## config.mk

```make
export PLATFORM = sky130hd
export DESIGN_NAME = fp32_multiplier_flat
export DESIGN_NICKNAME = d
export VERILOG_FILES = /design/src/rtl/fp32_pkg.sv /design/src/rtl/fp32_multiplier_if.sv /design/src/rtl/fp_mul24_seq.sv /design/src/rtl/fp32_multiplier.sv /design/src/flat_wrapper.sv
export SDC_FILE = /design/constraint.sdc
export NUM_CORES = 1
export LEC_CHECK = 0
export ABC_AREA = 0
export CAP_MARGIN = 20
export CORE_MARGIN = 2
export CORE_UTILIZATION = 57
export CTS_BUF_LIST = sky130_fd_sc_hd__clkbuf_8
export CTS_CLUSTER_SIZE = 30
export DETAILED_ROUTE_END_ITERATION = 12
export GPL_TIMING_DRIVEN = 0
export PLACE_DENSITY = 0.8
export SLEW_MARGIN = 20
export SYNTH_ARGS = -nofsm -noshare
export SYNTH_HDL_FRONTEND = slang
export SYNTH_SLANG_ARGS = --single-unit
```

## constraint.sdc

```tcl
create_clock -name clk -period 4.3 [get_ports clk]
set_clock_uncertainty 0.05 [all_clocks]
set_input_delay 0.645 -clock clk [delete_from_list [all_inputs] [get_ports clk]]
set_output_delay 0.645 -clock clk [all_outputs]
set_load 0.01 [all_outputs]
```

## src/rtl/fp32_pkg.sv

```systemverilog
// Shared definitions for the sequential fp32 arithmetic units.
package fp32_pkg;

  // Controller state encoding
  typedef enum logic [3:0] {
    StGetA,
    StGetB,
    StUnpack,
    StSpecial,
    StNormA,
    StNormB,
    StMul0,
    StMul1,
    StMul2,
    StNorm1,
    StNorm2,
    StRound,
    StPack,
    StSetZ
  } fp_state_e;

  // Unbiased exponent markers: E_ZERO tags zero/subnormal, E_INF tags inf/NaN
  localparam logic signed [9:0] E_ZERO = 10'sh381;
  localparam logic signed [9:0] E_INF  = 10'sd128;
  localparam logic signed [9:0] E_SUBN = -10'sd126;
  localparam logic signed [9:0] E_MAX  = 10'sd127;
  localparam logic [7:0]        BIAS   = 8'd127;

  localparam logic [31:0] QNAN    = 32'hFFC0_0000;
  localparam logic [31:0] POS_INF = 32'h7F80_0000;

  // Biased 8-bit exponent field to signed internal exponent
  function automatic logic signed [9:0] unbias(input logic [7:0] e);
    return $signed({2'b00, e}) - $signed({2'b00, BIAS});
  endfunction

endpackage

```

## src/rtl/fp32_multiplier_if.sv

```systemverilog
// Operand/result strobe-ack handshake of the fp32 multiplier.
interface fp32_multiplier_if;
  logic [31:0] ia;
  logic [31:0] ib;
  logic        i_stb_a;
  logic        i_stb_b;
  logic        i_ack;
  logic [31:0] o_z;
  logic        o_z_stb;
  logic        o_z_ack;

  modport master (
    output ia, ib, i_stb_a, i_stb_b, o_z_ack,
    input  i_ack, o_z, o_z_stb
  );

  modport slave (
    input  ia, ib, i_stb_a, i_stb_b, o_z_ack,
    output i_ack, o_z, o_z_stb
  );
endinterface

```

## src/rtl/fp_mul24_seq.sv

```systemverilog
// Iterative shift-add significand multiplier, one multiplier bit per cycle.
module fp_mul24_seq #(
  parameter int unsigned MANT_W = 24
) (
  input  logic                  clk,
  input  logic                  rst,
  input  logic                  start,
  input  logic [MANT_W-1:0]     a_m,
  input  logic [MANT_W-1:0]     b_m,
  output logic [2*MANT_W-1:0]   prod,
  output logic                  done
);

  localparam int unsigned CntW = $clog2(MANT_W);

  logic [CntW-1:0]     cnt_q;
  logic                busy_q;
  logic [2*MANT_W-1:0] prod_q;

  // done is high during the final iteration so the caller leaves on the same edge
  assign done = busy_q && (cnt_q == CntW'(MANT_W - 1));
  assign prod = prod_q;

  // Accumulate a_m << cnt for every set bit of b_m
  always_ff @(posedge clk or negedge rst) begin
    if (!rst) begin
      cnt_q  <= '0;
      busy_q <= 1'b0;
      prod_q <= '0;
    end else if (start) begin
      cnt_q  <= '0;
      busy_q <= 1'b1;
      prod_q <= '0;
    end else if (busy_q) begin
      if (b_m[cnt_q]) begin
        prod_q <= prod_q + ({{MANT_W{1'b0}}, a_m} << cnt_q);
      end
      cnt_q <= cnt_q + 1'b1;
      if (done) begin
        busy_q <= 1'b0;
      end
    end
  end

endmodule

```

## src/rtl/fp32_multiplier.sv

```systemverilog
// Sequential IEEE-754 single-precision multiplier, round-to-nearest-even.
module fp32_multiplier
  import fp32_pkg::*;
#(
  parameter int unsigned MANT_W = 24,
  parameter int unsigned EXP_W  = 10
) (
  input logic               clk,
  input logic               rst,
  fp32_multiplier_if.slave  bus
);

  localparam logic signed [EXP_W-1:0] EOne = 1;

  fp_state_e               state_q;
  logic [31:0]             a_q, b_q, z_q, o_z_q;
  logic [MANT_W-1:0]       a_m_q, b_m_q, z_m_q;
  logic signed [EXP_W-1:0] a_e_q, b_e_q, z_e_q;
  logic                    a_s_q, b_s_q, z_s_q;
  logic                    guard_q, round_bit_q, sticky_q;
  logic                    i_ack_q, o_z_stb_q;

  logic                    mul_start, mul_done;
  logic [2*MANT_W-1:0]     prod;
  logic                    a_nan, b_nan, a_inf, b_inf, a_zero, b_zero;

  assign a_nan  = (a_e_q == E_INF) && (a_m_q != '0);
  assign b_nan  = (b_e_q == E_INF) && (b_m_q != '0);
  assign a_inf  = (a_e_q == E_INF) && (a_m_q == '0);
  assign b_inf  = (b_e_q == E_INF) && (b_m_q == '0);
  assign a_zero = (a_e_q == E_ZERO) && (a_m_q == '0);
  assign b_zero = (b_e_q == E_ZERO) && (b_m_q == '0);

  assign mul_start   = (state_q == StMul0);
  assign bus.i_ack   = i_ack_q;
  assign bus.o_z     = o_z_q;
  assign bus.o_z_stb = o_z_stb_q;

  fp_mul24_seq #(
    .MANT_W (MANT_W)
  ) u_mul (
    .clk   (clk),
    .rst   (rst),
    .start (mul_start),
    .a_m   (a_m_q),
    .b_m   (b_m_q),
    .prod  (prod),
    .done  (mul_done)
  );

  // Controller: operand capture, classification, multiply, normalise, round, pack, hand off
  always_ff @(posedge clk or negedge rst) begin
    if (!rst) begin
      state_q     <= StGetA;
      a_q         <= '0;
      b_q         <= '0;
      z_q         <= '0;
      o_z_q       <= '0;
      a_m_q       <= '0;
      b_m_q       <= '0;
      z_m_q       <= '0;
      a_e_q       <= '0;
      b_e_q       <= '0;
      z_e_q       <= '0;
      a_s_q       <= 1'b0;
      b_s_q       <= 1'b0;
      z_s_q       <= 1'b0;
      guard_q     <= 1'b0;
      round_bit_q <= 1'b0;
      sticky_q    <= 1'b0;
      i_ack_q     <= 1'b0;
      o_z_stb_q   <= 1'b0;
    end else begin
      case (state_q)
        StGetA: begin
          i_ack_q <= 1'b1;
          if (i_ack_q && bus.i_stb_a) begin
            a_q     <= bus.ia;
            i_ack_q <= 1'b0;
            state_q <= StGetB;
          end
        end
        StGetB: begin
          i_ack_q <= 1'b1;
          if (i_ack_q && bus.i_stb_b) begin
            b_q     <= bus.ib;
            i_ack_q <= 1'b0;
            state_q <= StUnpack;
          end
        end
        StUnpack: begin
          a_m_q   <= {1'b0, a_q[22:0]};
          b_m_q   <= {1'b0, b_q[22:0]};
          a_e_q   <= unbias(a_q[30:23]);
          b_e_q   <= unbias(b_q[30:23]);
          a_s_q   <= a_q[31];
          b_s_q   <= b_q[31];
          state_q <= StSpecial;
        end
        StSpecial: begin
          state_q <= StSetZ;
          if (a_nan || b_nan) begin
            z_q <= QNAN;
          end else if ((a_inf && b_zero) || (a_zero && b_inf)) begin
            z_q <= QNAN;
          end else if (a_inf || b_inf) begin
            z_q <= POS_INF | {a_s_q ^ b_s_q, 31'd0};
          end else if (a_zero || b_zero) begin
            z_q <= {a_s_q ^ b_s_q, 31'd0};
          end else begin
            // Subnormals keep a zero hidden bit and take the minimum exponent
            if (a_e_q == E_ZERO) a_e_q <= E_SUBN;
            else                 a_m_q[MANT_W-1] <= 1'b1;
            if (b_e_q == E_ZERO) b_e_q <= E_SUBN;
            else                 b_m_q[MANT_W-1] <= 1'b1;
            state_q <= StNormA;
          end
        end
        StNormA: begin
          if (!a_m_q[MANT_W-1]) begin
            a_m_q <= a_m_q << 1;
            a_e_q <= a_e_q - EOne;
          end else begin
            state_q <= StNormB;
          end
        end
        StNormB: begin
          if (!b_m_q[MANT_W-1]) begin
            b_m_q <= b_m_q << 1;
            b_e_q <= b_e_q - EOne;
          end else begin
            state_q <= StMul0;
          end
        end
        StMul0: begin
          // +1 because the product's top bit weighs 2^1
          z_s_q   <= a_s_q ^ b_s_q;
          z_e_q   <= a_e_q + b_e_q + EOne;
          state_q <= StMul1;
        end
        StMul1: begin
          if (mul_done) state_q <= StMul2;
        end
        StMul2: begin
          z_m_q       <= prod[2*MANT_W-1:MANT_W];
          guard_q     <= prod[MANT_W-1];
          round_bit_q <= prod[MANT_W-2];
          sticky_q    <= |prod[MANT_W-3:0];
          state_q     <= StNorm1;
        end
        StNorm1: begin
          if (!z_m_q[MANT_W-1] && (z_e_q > E_SUBN)) begin
            z_m_q       <= {z_m_q[MANT_W-2:0], guard_q};
            z_e_q       <= z_e_q - EOne;
            guard_q     <= round_bit_q;
            round_bit_q <= 1'b0;
          end else begin
            state_q <= StNorm2;
          end
        end
        StNorm2: begin
          // Denormalise results below the minimum exponent
          if (z_e_q < E_SUBN) begin
            z_e_q       <= z_e_q + EOne;
            z_m_q       <= z_m_q >> 1;
            guard_q     <= z_m_q[0];
            round_bit_q <= guard_q;
            sticky_q    <= sticky_q | round_bit_q;
          end else begin
            state_q <= StRound;
          end
        end
        StRound: begin
          if (guard_q && (round_bit_q || sticky_q || z_m_q[0])) begin
            z_m_q <= z_m_q + 1'b1;
            if (&z_m_q) z_e_q <= z_e_q + EOne;
          end
          state_q <= StPack;
        end
        StPack: begin
          z_q <= {z_s_q, z_e_q[7:0] + BIAS, z_m_q[22:0]};
          if ((z_e_q == E_SUBN) && !z_m_q[MANT_W-1]) z_q[30:23] <= 8'd0;
          if (z_e_q > E_MAX) z_q <= POS_INF | {z_s_q, 31'd0};
          state_q <= StSetZ;
        end
        StSetZ: begin
          o_z_q     <= z_q;
          o_z_stb_q <= 1'b1;
          if (o_z_stb_q && bus.o_z_ack) begin
            o_z_stb_q <= 1'b0;
            state_q   <= StGetA;
          end
        end
        default: state_q <= StGetA;
      endcase
    end
  end

endmodule

```

## src/flat_wrapper.sv

```systemverilog
// flat-port wrapper written by rule: the top's interface ports become plain ports
module fp32_multiplier_flat import fp32_pkg::*;
#(
  parameter int unsigned MANT_W = 24,
  parameter int unsigned EXP_W  = 10
)
  (clk, rst, bus_ia, bus_ib, bus_i_stb_a, bus_i_stb_b, bus_o_z_ack, bus_i_ack, bus_o_z, bus_o_z_stb);
  fp32_multiplier_if bus_i ();
  input logic clk;
  input logic rst;
  input wire logic [$bits(bus_i.ia)-1:0] bus_ia;
  input wire logic [$bits(bus_i.ib)-1:0] bus_ib;
  input wire logic [$bits(bus_i.i_stb_a)-1:0] bus_i_stb_a;
  input wire logic [$bits(bus_i.i_stb_b)-1:0] bus_i_stb_b;
  input wire logic [$bits(bus_i.o_z_ack)-1:0] bus_o_z_ack;
  output wire logic [$bits(bus_i.i_ack)-1:0] bus_i_ack;
  output wire logic [$bits(bus_i.o_z)-1:0] bus_o_z;
  output wire logic [$bits(bus_i.o_z_stb)-1:0] bus_o_z_stb;
  assign bus_i.ia = bus_ia;
  assign bus_i.ib = bus_ib;
  assign bus_i.i_stb_a = bus_i_stb_a;
  assign bus_i.i_stb_b = bus_i_stb_b;
  assign bus_i.o_z_ack = bus_o_z_ack;
  assign bus_i_ack = bus_i.i_ack;
  assign bus_o_z = bus_i.o_z;
  assign bus_o_z_stb = bus_i.o_z_stb;
  fp32_multiplier #(.MANT_W(MANT_W), .EXP_W(EXP_W)) u_core (.clk(clk), .rst(rst), .bus(bus_i));
endmodule
```

# Word-level counts from Yosys, hierarchy flattened
# Index checks and enable logic that the tools add are counted.
[totals]
regBits = 296
inputBits = 69
out_inout_bits = 34
word_cells = 222
[classes]
n_addsub = 12
n_lt_le_gt_ge = 4
eq_ne = 42
shifts = 1
n_mux = 81
bitwise = 2
reduce_logical = 56
[ops]
columns = ["operator", "n"]
rows = [
  ["10-bit 2-to-1 mux", 16],
  ["48-bit 2-to-1 mux", 3],
  ["32-bit 2-to-1 mux", 4],
  ["24-bit 2-to-1 mux", 5],
  ["24-bit case mux with 4 select lines", 1],
  ["23-bit case mux with 2 select lines", 2],
  ["32-bit case mux with 2 select lines", 1],
  ["10-bit case mux with 3 select lines", 2],
  ["4-bit case mux with 14 select lines", 1],
  ["48-bit adder", 1],
  ["24-bit zero test", 2],
  ["4-bit 2-to-1 mux", 12],
  ["24-bit nonzero test", 2],
  ["24-bit by 5-bit left shift with 48-bit output", 1],
  ["10-bit case mux with 4 select lines", 1],
  ["31-bit 2-to-1 mux", 1],
  ["10-bit by 8-bit equality test with 1-bit output (second input constant)", 3],
  ["10-bit by 2-bit subtractor with 10-bit output (second input constant)", 3],
  ["24-bit by 1-bit adder with 24-bit output (second input constant)", 1],
  ["4-bit equality test (second input constant)", 6],
  ["2-bit by 1-bit != test with 1-bit output (second input constant)", 12],
  ["24-bit AND reduction", 1],
  ["1-bit 2-to-1 mux", 22],
  ["22-bit OR reduction", 1],
  ["other kinds (36)", 94],
]

# Logic depth before layout (Yosys ltp)
# Gate-level depths: netlist of run 1.
[logic_depth]
depth_word = 8
ltp_mapped = 22
mapped_depth_nobuf = 19

# By module
# A second synthesis of run 1 with hierarchy kept.
[unflattened]
hier_cells = 2156
hier_area_um2 = 19538.7
[modules_own_cells]
columns = ["mod", "instances", "cells_each", "area_per_inst_um2", "seq_area_each_um2"]
rows = [
  ["fp32_multiplier", 1, 1333, 13000.0, 6055.8],
  ["fp_mul24_seq", 1, 823, 6538.8, 1351.3],
]

# Worst setup path before layout of run 1
# OpenSTA, ideal clock, no wires.
[synth_timing]
kind = "register to register"
from = "reg u_core.u_mul.cnt_q[0]"
to = "reg u_core.u_mul.prod_q[40] (netlist: u_core.u_mul.prod[40])"
setup_ns = 0.077
t_arrival_ns = 4.198
required_time_ns = 4.173
slack_ns = -0.025
stages_incl_launch_ff = 19
path_buffers = 3
synth_period_minus_slack_ns = 4.325
path_cell_list = "dfrtp_1 > buf_2 > buf_1 > buf_1 > mux4_2 > mux2i_1 > nor2_1 > a31oi_1 > nor2_1 > ha_1 > nand3_1 > o32ai_1 > a211oi_2 > o21ai_1 > a21oi_1 > o41ai_1 > o21ai_1 > xor2_1 > a21oi_1"
[synth_between]
elab_chain_len = 5
elab_cells_between_ends = 9
cone_classes = "add/sub (1); shift (1); mux (5); reduce/logical (2)"
[synth_rtl]
columns = ["item", "line", "rtl"]
rows = [
  ["start, declared", "fp_mul24_seq.sv:16", "logic [CntW-1:0] cnt_q;"],
  ["start signal, assigned", "fp_mul24_seq.sv:38", "cnt_q <= cnt_q + 1'b1;"],
  ["24-bit by 5-bit left shift with 48-bit output", "fp_mul24_seq.sv:36", "prod_q <= prod_q + ({{MANT_W{1'b0}}, a_m} << cnt_q);"],
  ["48-bit adder", "fp_mul24_seq.sv:36", ""],
  ["48-bit 2-to-1 mux", "fp_mul24_seq.sv:35", "if (b_m[cnt_q]) begin"],
  ["48-bit 2-to-1 mux", "fp_mul24_seq.sv:34", "end else if (busy_q) begin"],
  ["48-bit 2-to-1 mux", "fp_mul24_seq.sv:30", "end else if (start) begin"],
  ["end signal, assigned", "fp_mul24_seq.sv:36", ""],
  ["end, declared", "fp_mul24_seq.sv:18", "logic [2*MANT_W-1:0] prod_q;"],
]
# Parallel ways exist; a longest one is shown, timed or not. The select of a mux whose other input is x is not followed.
# A chain may end at the register's enable or synchronous reset.

# Worst setup path after layout of run 1
[layout_timing]
from = "reg u_core.u_mul.cnt_q[1]"
to = "reg u_core.u_mul.prod_q[47] (netlist: u_core.u_mul.prod[47])"
# Same word-level chain as after synthesis.

==> flow_summary.ini, run 1 <==
[status]
run_status = complete, but fails checks
violations = setup timing

[power_and_ir_drop]
power-per-cell-area_nw_per_um2 = 245
p_leak_nw = 10.2
clockPowerShare_pct = 47.8
switching_share_pct = 22.7
p_seq_share_pct = 49.9
internal_power_mw = 4.32
total_power_mw = 5.59
p_sw_mw = 1.27
p_comb_share_pct = 2.3
ir_drop_v = 0.000319

[floorplanning]
rows = 66
dieArea_um2 = 34600
die_w_um = 186
fp.dieH_um = 186
start_util_pct = 58.0
core_um2 = 32600
ios = 103

[setup_path]
start_kind = flop
worstSetupEndpointType = flop
arrival_ns = 4.81
crit_type = flop to flop
cp_max_fo = 5
critPathRequiredTime_ns = 4.77

[clock_tree]
cts-root-buf = clkbuf_8
clock-sinks = 296
cts_buffers = 51
clock_latency_ns = 0.60
cts_buffer_depth = 3
htree_levels = 2
tritoncts = yes
clk_pin_slew_worst_paths_ns = 0.06

[cells_and_area]
diodes = 0
stdcell_count = 2764
final_common_cell = nand2_1
area_delta_synth_final_pct = 20.6
layout.nets = 2427
drive_gt1_share_pct = 18.8
layout_common_cells = nand2_1 (314), dfrtp_1 (294), a21oi_1 (134)

[global_route]
grt_pass1_vias = 16800
grt_first_pass_wirelength_mm = 87.0
grt-ovfl-total = 0
grt.total_usage_pct = 31.4
grt_start_max_net_pins = 102
antenna_found_initial = 0

[place]
dp_hpwl_mm = 40.1
io_buffers = 102
dp_cells = 2634
gp_congestion = 0.967

[detailed_routing]
wl_met3_mm = 3.74
finalWirelength_mm = 55.5
wl_met1_mm = 22.8
routed_via_density = 6.33
ant_nets = 0
highest_layer = met4
drt_iter0_markers = 1845
num_vias = 17500
wl_per_cell_um = 20.1
post-route-drc-count = 0
wl_met2_mm = 26.5
drt-pass1-iter-count = 5

[sta]
worst_slew_pin_slew_ns = 1.03
slew_viol_final = 0
hold_viol = 0
period_needed_ns = 4.34
finalSetupViolations = 3
fin_ws_ns = -0.0424
timing.slew.headroom_pct = 30.9
hold-worst-slack_ns = 0.422
max_freq_mhz = 230
period_share_pct = 101
rsz0062_at_grt = yes

[synth]
synth_edf_count = 0
yosys_warnings = 0
synth_top_cell_by_area = dfrtp_1
synth_seq_cells = 296
async_flop_share_pct = 100
syn-num-nets = 2233
synth_cells = 2087
synthFlopType = dfrtp_1
synthTopCellsByArea = dfrtp_1 (39%), mux2_2 (6.8%), nand2_1 (6.4%)
synth_seq_area_share_pct = 39.2
avgSynthCellArea_um2 = 9.06
syn-cell-area_um2 = 18900
yosysTopAreaCellShare_pct = 39.2
synth.distinct_cells = 87

[flow_run]
cap_violations = 0

[min_path]
hold_path_class = flop to flop
layer usage:
metal / global-route usage, % / vias to the layer above
met1: 41.0 / 8384
met5: 0 / -
met2: 52.7 / 880
li1: - / 8031
met3: 3.86 / 188
met4: 14.0 / 0
cell usage after synthesis, types with 8 or more instances:
cell	count
a211oi_1	16
a21o_1	30
a21oi_1	158
a221o_1	8
a22o_1	32
a22oi_1	50
a31oi_1	17
and2_1	12
and3_1	12
buf_1	22
buf_2	16
clkbuf_1	80
dfrtp_1	296
ha_1	74
inv_1	38
mux2_2	114
mux2i_1	47
mux4_2	16
nand2_1	321
nand2b_1	26
nand3_1	46
nand4_1	20
nor2_1	139
nor2b_1	17
nor3_1	28
nor4_1	27
o21a_1	9
o21ai_0	157
o21ai_1	11
o21bai_1	10
o22ai_1	23
o31ai_1	9
or3_1	8
xnor2_1	48
xor2_1	33
flip-flops by register name, indices dropped and copies added, names as in the netlist, 4 cells and up:
signal / count
u_core.a_q: 32
u_core.b_e_q: 10
u_core.a_e_q: 10
u_core.a_m_q: 24
u_core.state_q: 4
u_core.u_mul.prod: 48
u_core.b_q: 32
u_core.b_m_q: 24
u_core.z_q: 32
u_core.u_mul.cnt_q: 5
u_core.bus.o_z: 32
u_core.z_m_q: 24
u_core.z_e_q: 10
layout make-up:
type                    instances  area [um^2]
inverters                      42          163
multi-input cells            1626        11500
fillers                      2470         9820
clock buffers                  64          881
repair buffers                148         1490
well taps                     442          553
flip-flops and latches        296         7410
clock inverters                30          199
plain buffers                 116          589
cells by family (layout without fill, tap and decap cells):
family,after synthesis,after routing,share of synthesized area (%)
adders and majority gates,77,77,5.21
AOI/OAI and AO/OA,604,604,20.5
buffers and inverters,165,400,3.55
muxes,177,177,11.2
xor gates and xnor gates,81,81,3.75
DFF,296,296,39.2
and+or+nand+nor,687,687,16.6
worst paths after layout:
check	startpoint	endpoint	slack, ns	depth (start not counted)
min	u_core.a_q[17]	u_core.a_m_q[17]	0.42	2
min in group asynchronous	rst	u_core.z_q[29]	0.48	2
max	u_core.u_mul.cnt_q[1]	u_core.u_mul.prod[47]	-0.04	17
max in group asynchronous	rst	u_core.u_mul.prod[27]	2.57	4
max reg2reg	u_core.u_mul.cnt_q[1]	u_core.u_mul.prod[47]	-0.04	17
min reg2reg	u_core.a_q[17]	u_core.a_m_q[17]	0.42	2
power groups by stage:
| stage | sequential, mW | combinational (mW) | clock [mW] |
|---|---|---|---|
| 2_1_floorplan | 2.84 | 0.00114 | 0 |
| 3_3_place_gp | 2.84 | 0.118 | 0 |
| 3_5_place_dp | 2.84 | 0.131 | 0 |
| 4_1_cts | 2.79 | 0.132 | 2.70 |
| 5_1_grt | 2.78 | 0.143 | 2.83 |
| 6_report | 2.79 | 0.128 | 2.67 |
critical path, stage by stage (launching register included):
cell,delay (ns)
dfrtp_2,0.42
buf_12,0.14
buf_12,0.12
mux4_2,0.55
mux2i_2,0.26
mux2_2,0.23
nor2_1,0.06
ha_1,0.37
a21oi_2,0.19
o21ai_1,0.14
a221oi_2,0.30
nor2b_2,0.21
a21oi_2,0.08
a211o_1,0.32
buf_6,0.14
a41oi_4,0.24
o31a_1,0.21
mux2i_1,0.19
through the flow:
stage / util [%] / area (um^2) / setup TNS [ns] / setup slack, ns
after floorplan: - / 18900 / 0 / 0.0921
after global placement: 62.8 / 20500 / -2949.98 / -9.95
after detailed placement: 63.1 / 20600 / -20.37 / -1.07
after CTS: 67.5 / 22000 / 0 / 0.00340
after global routing: 69.9 / 22800 / -1.21 / -0.171
final: 69.9 / 22800 / -0.0883 / -0.0424
what timing repair did:
action,CTS,global route
hold buffers,1,0
buffers inserted,14,26
cloned,0,2
gates resized for setup,69,145
endpoints found under the hold margin,43,0
setup endpoints to repair,34,25
pin swaps,15,40
Note: power is estimated with default switching activity, not from simulation.
==> run 2, diff against run 1 <==
GPL_ROUTABILITY_DRIVEN = 0   (was not set)
TNS_END_PERCENT = 5   (was not set)
==> flow_summary.ini, run 2 (synthesized netlist as in run 1, its figures left out) <==
[global_route]
grt_pass1_vias = 16500
grt.total_usage_pct = 30.4
grt_start_max_net_pins = 90
grt_first_pass_wirelength_mm = 84.5
grt-ovfl-total = 0
antenna_found_initial = 0

[power_and_ir_drop]
p_leak_nw = 10.1
total_power_mw = 5.49
ir_drop_v = 0.000246
power-per-cell-area_nw_per_um2 = 245

[detailed_routing]
drt_iter0_markers = 2087
wl_per_cell_um = 19.5
finalWirelength_mm = 53.5
drt-pass1-iter-count = 9
ant_nets = 0
post-route-drc-count = 0
num_vias = 17500
routed_via_density = 6.39

[sta]
hold-worst-slack_ns = 0.419
rsz0062_at_grt = yes
period_needed_ns = 4.37
timing.slew.headroom_pct = 18.6
slew_viol_final = 0
finalSetupViolations = 3
period_share_pct = 102
fin_ws_ns = -0.0708
hold_viol = 0
max_freq_mhz = 229
setup_tns_ns = -0.0983
worst_slew_pin_slew_ns = 1.21

[cells_and_area]
fin_area_um2 = 22400
nFillCells = 2482
area_delta_synth_final_pct = 18.3
diodes = 0
layout_common_cells = nand2_1 (317), dfrtp_1 (294), a21oi_1 (139)
drive_gt1_share_pct = 16.2
stdcell_count = 2745
final_util_pct = 68.6
final_common_cell = nand2_1
layout.nets = 2411
largest_reg_flops = 48
multi_input_area_um2 = 11300
regArea_um2 = 7410

[setup_path]
crit_path_max_incr_delay_ns = 0.56
worstSetupEndpointType = flop
crit_type = flop to flop
crit_slowest_cell = mux4_2
arrival_ns = 4.83
critPathRequiredTime_ns = 4.76
path_cells = buf_12 > buf_12 > mux4_2 > mux2i_2 > nor2_1 > a31oi_2 > nor2_1 > ha_2 > nand2_1 > o21ai_0 > o2111ai_2 > a21oi_1 > a211o_1 > a41oi_2 > o31a_1 > mux2i_1
crit_buf_inv = 2
start_kind = flop
path_delay_family = compound AO/OA/AOI/OAI gates
cp_max_fo = 10

[clock_tree]
htree_levels = 2
tritoncts = yes
clock_latency_ns = 0.62
cts_buffer_depth = 3
cts-root-buf = clkbuf_8
clk_pin_slew_worst_paths_ns = 0.06
cts_buffers = 49
clock-sinks = 296

[floorplanning]
ios = 103
dieArea_um2 = 34600
die_w_um = 186
fp.dieH_um = 186
core_um2 = 32600
rows = 66
start_util_pct = 58.0

[place]
dp_cells = 2634
place_area_um2 = 20600
dp_hpwl_mm = 38.5
post-place-ws_ns = -0.957
io_buffers = 102

[status]
run_status = complete, but fails checks
violations = setup timing

[flow_run]
cap_violations = 0

[min_path]
hold_path_class = flop to flop
==> run 2: repair_timing <==
item,in CTS,in global routing
hold endpoints to repair,52,0
hold buffers,1,0
buffers inserted,4,21
pin swaps,11,23
gates resized for setup,51,107
endpoints found under the setup margin,35,26
==> run 2: layout make-up <==
type / instances / share of cell area, %
Multi-Input combinational cell: 1626 / 50.6
Sequential cell: 296 / 33.1
Timing Repair Buffer: 131 / 5.84
Clock buffer: 63 / 3.88
Buffer: 119 / 2.65
Tap cell: 442 / 2.47
Clock inverter: 26 / 0.733
Inverter: 42 / 0.721
==> run 2: per-layer routing <==
metal  GRT usage (%)  routed length [um]  part of all wire (%)
met1            40.3               21600                    40
met2            49.8               25100                    47
met3            4.77                4590                   8.6
met4            12.9                2240                   4.2
met5               0                   0                     0
==> run 2: tightest hold or removal path, delay by kind of cell (launching register included) <==
family | cells | cell delay (ns)
and+or+nand+nor | 2 | 0.10
DFF | 1 | 0.34
==> run 2: power by group <==
| part | total (mW) | internal, mW | switching [mW] |
|---|---|---|---|
| Clock | 2.57 | 1.39 | 1.19 |
| Sequential | 2.79 | 2.79 | 0 |
| Combinational | 0.128 | 0.0631 | 0.0650 |
==> run 2: path summary, 6_finish.rpt <==
| check | start | end | cells after the start | slack (ns) |
|---|---|---|---|---|
| max in group asynchronous | rst | u_core.u_mul.prod[6] | 3 | 2.87 |
| worst min register to register | u_core.a_q[31] | u_core.a_s_q | 2 | 0.42 |
| min in group asynchronous | rst | u_core.bus.o_z[29] | 2 | 0.49 |
| worst max register to register | u_core.u_mul.cnt_q[1] | u_core.u_mul.prod[47] | 16 | -0.07 |
| worst max-delay path | u_core.u_mul.cnt_q[1] | u_core.u_mul.prod[47] | 16 | -0.07 |
| worst min-delay path | u_core.a_q[31] | u_core.a_s_q | 2 | 0.42 |
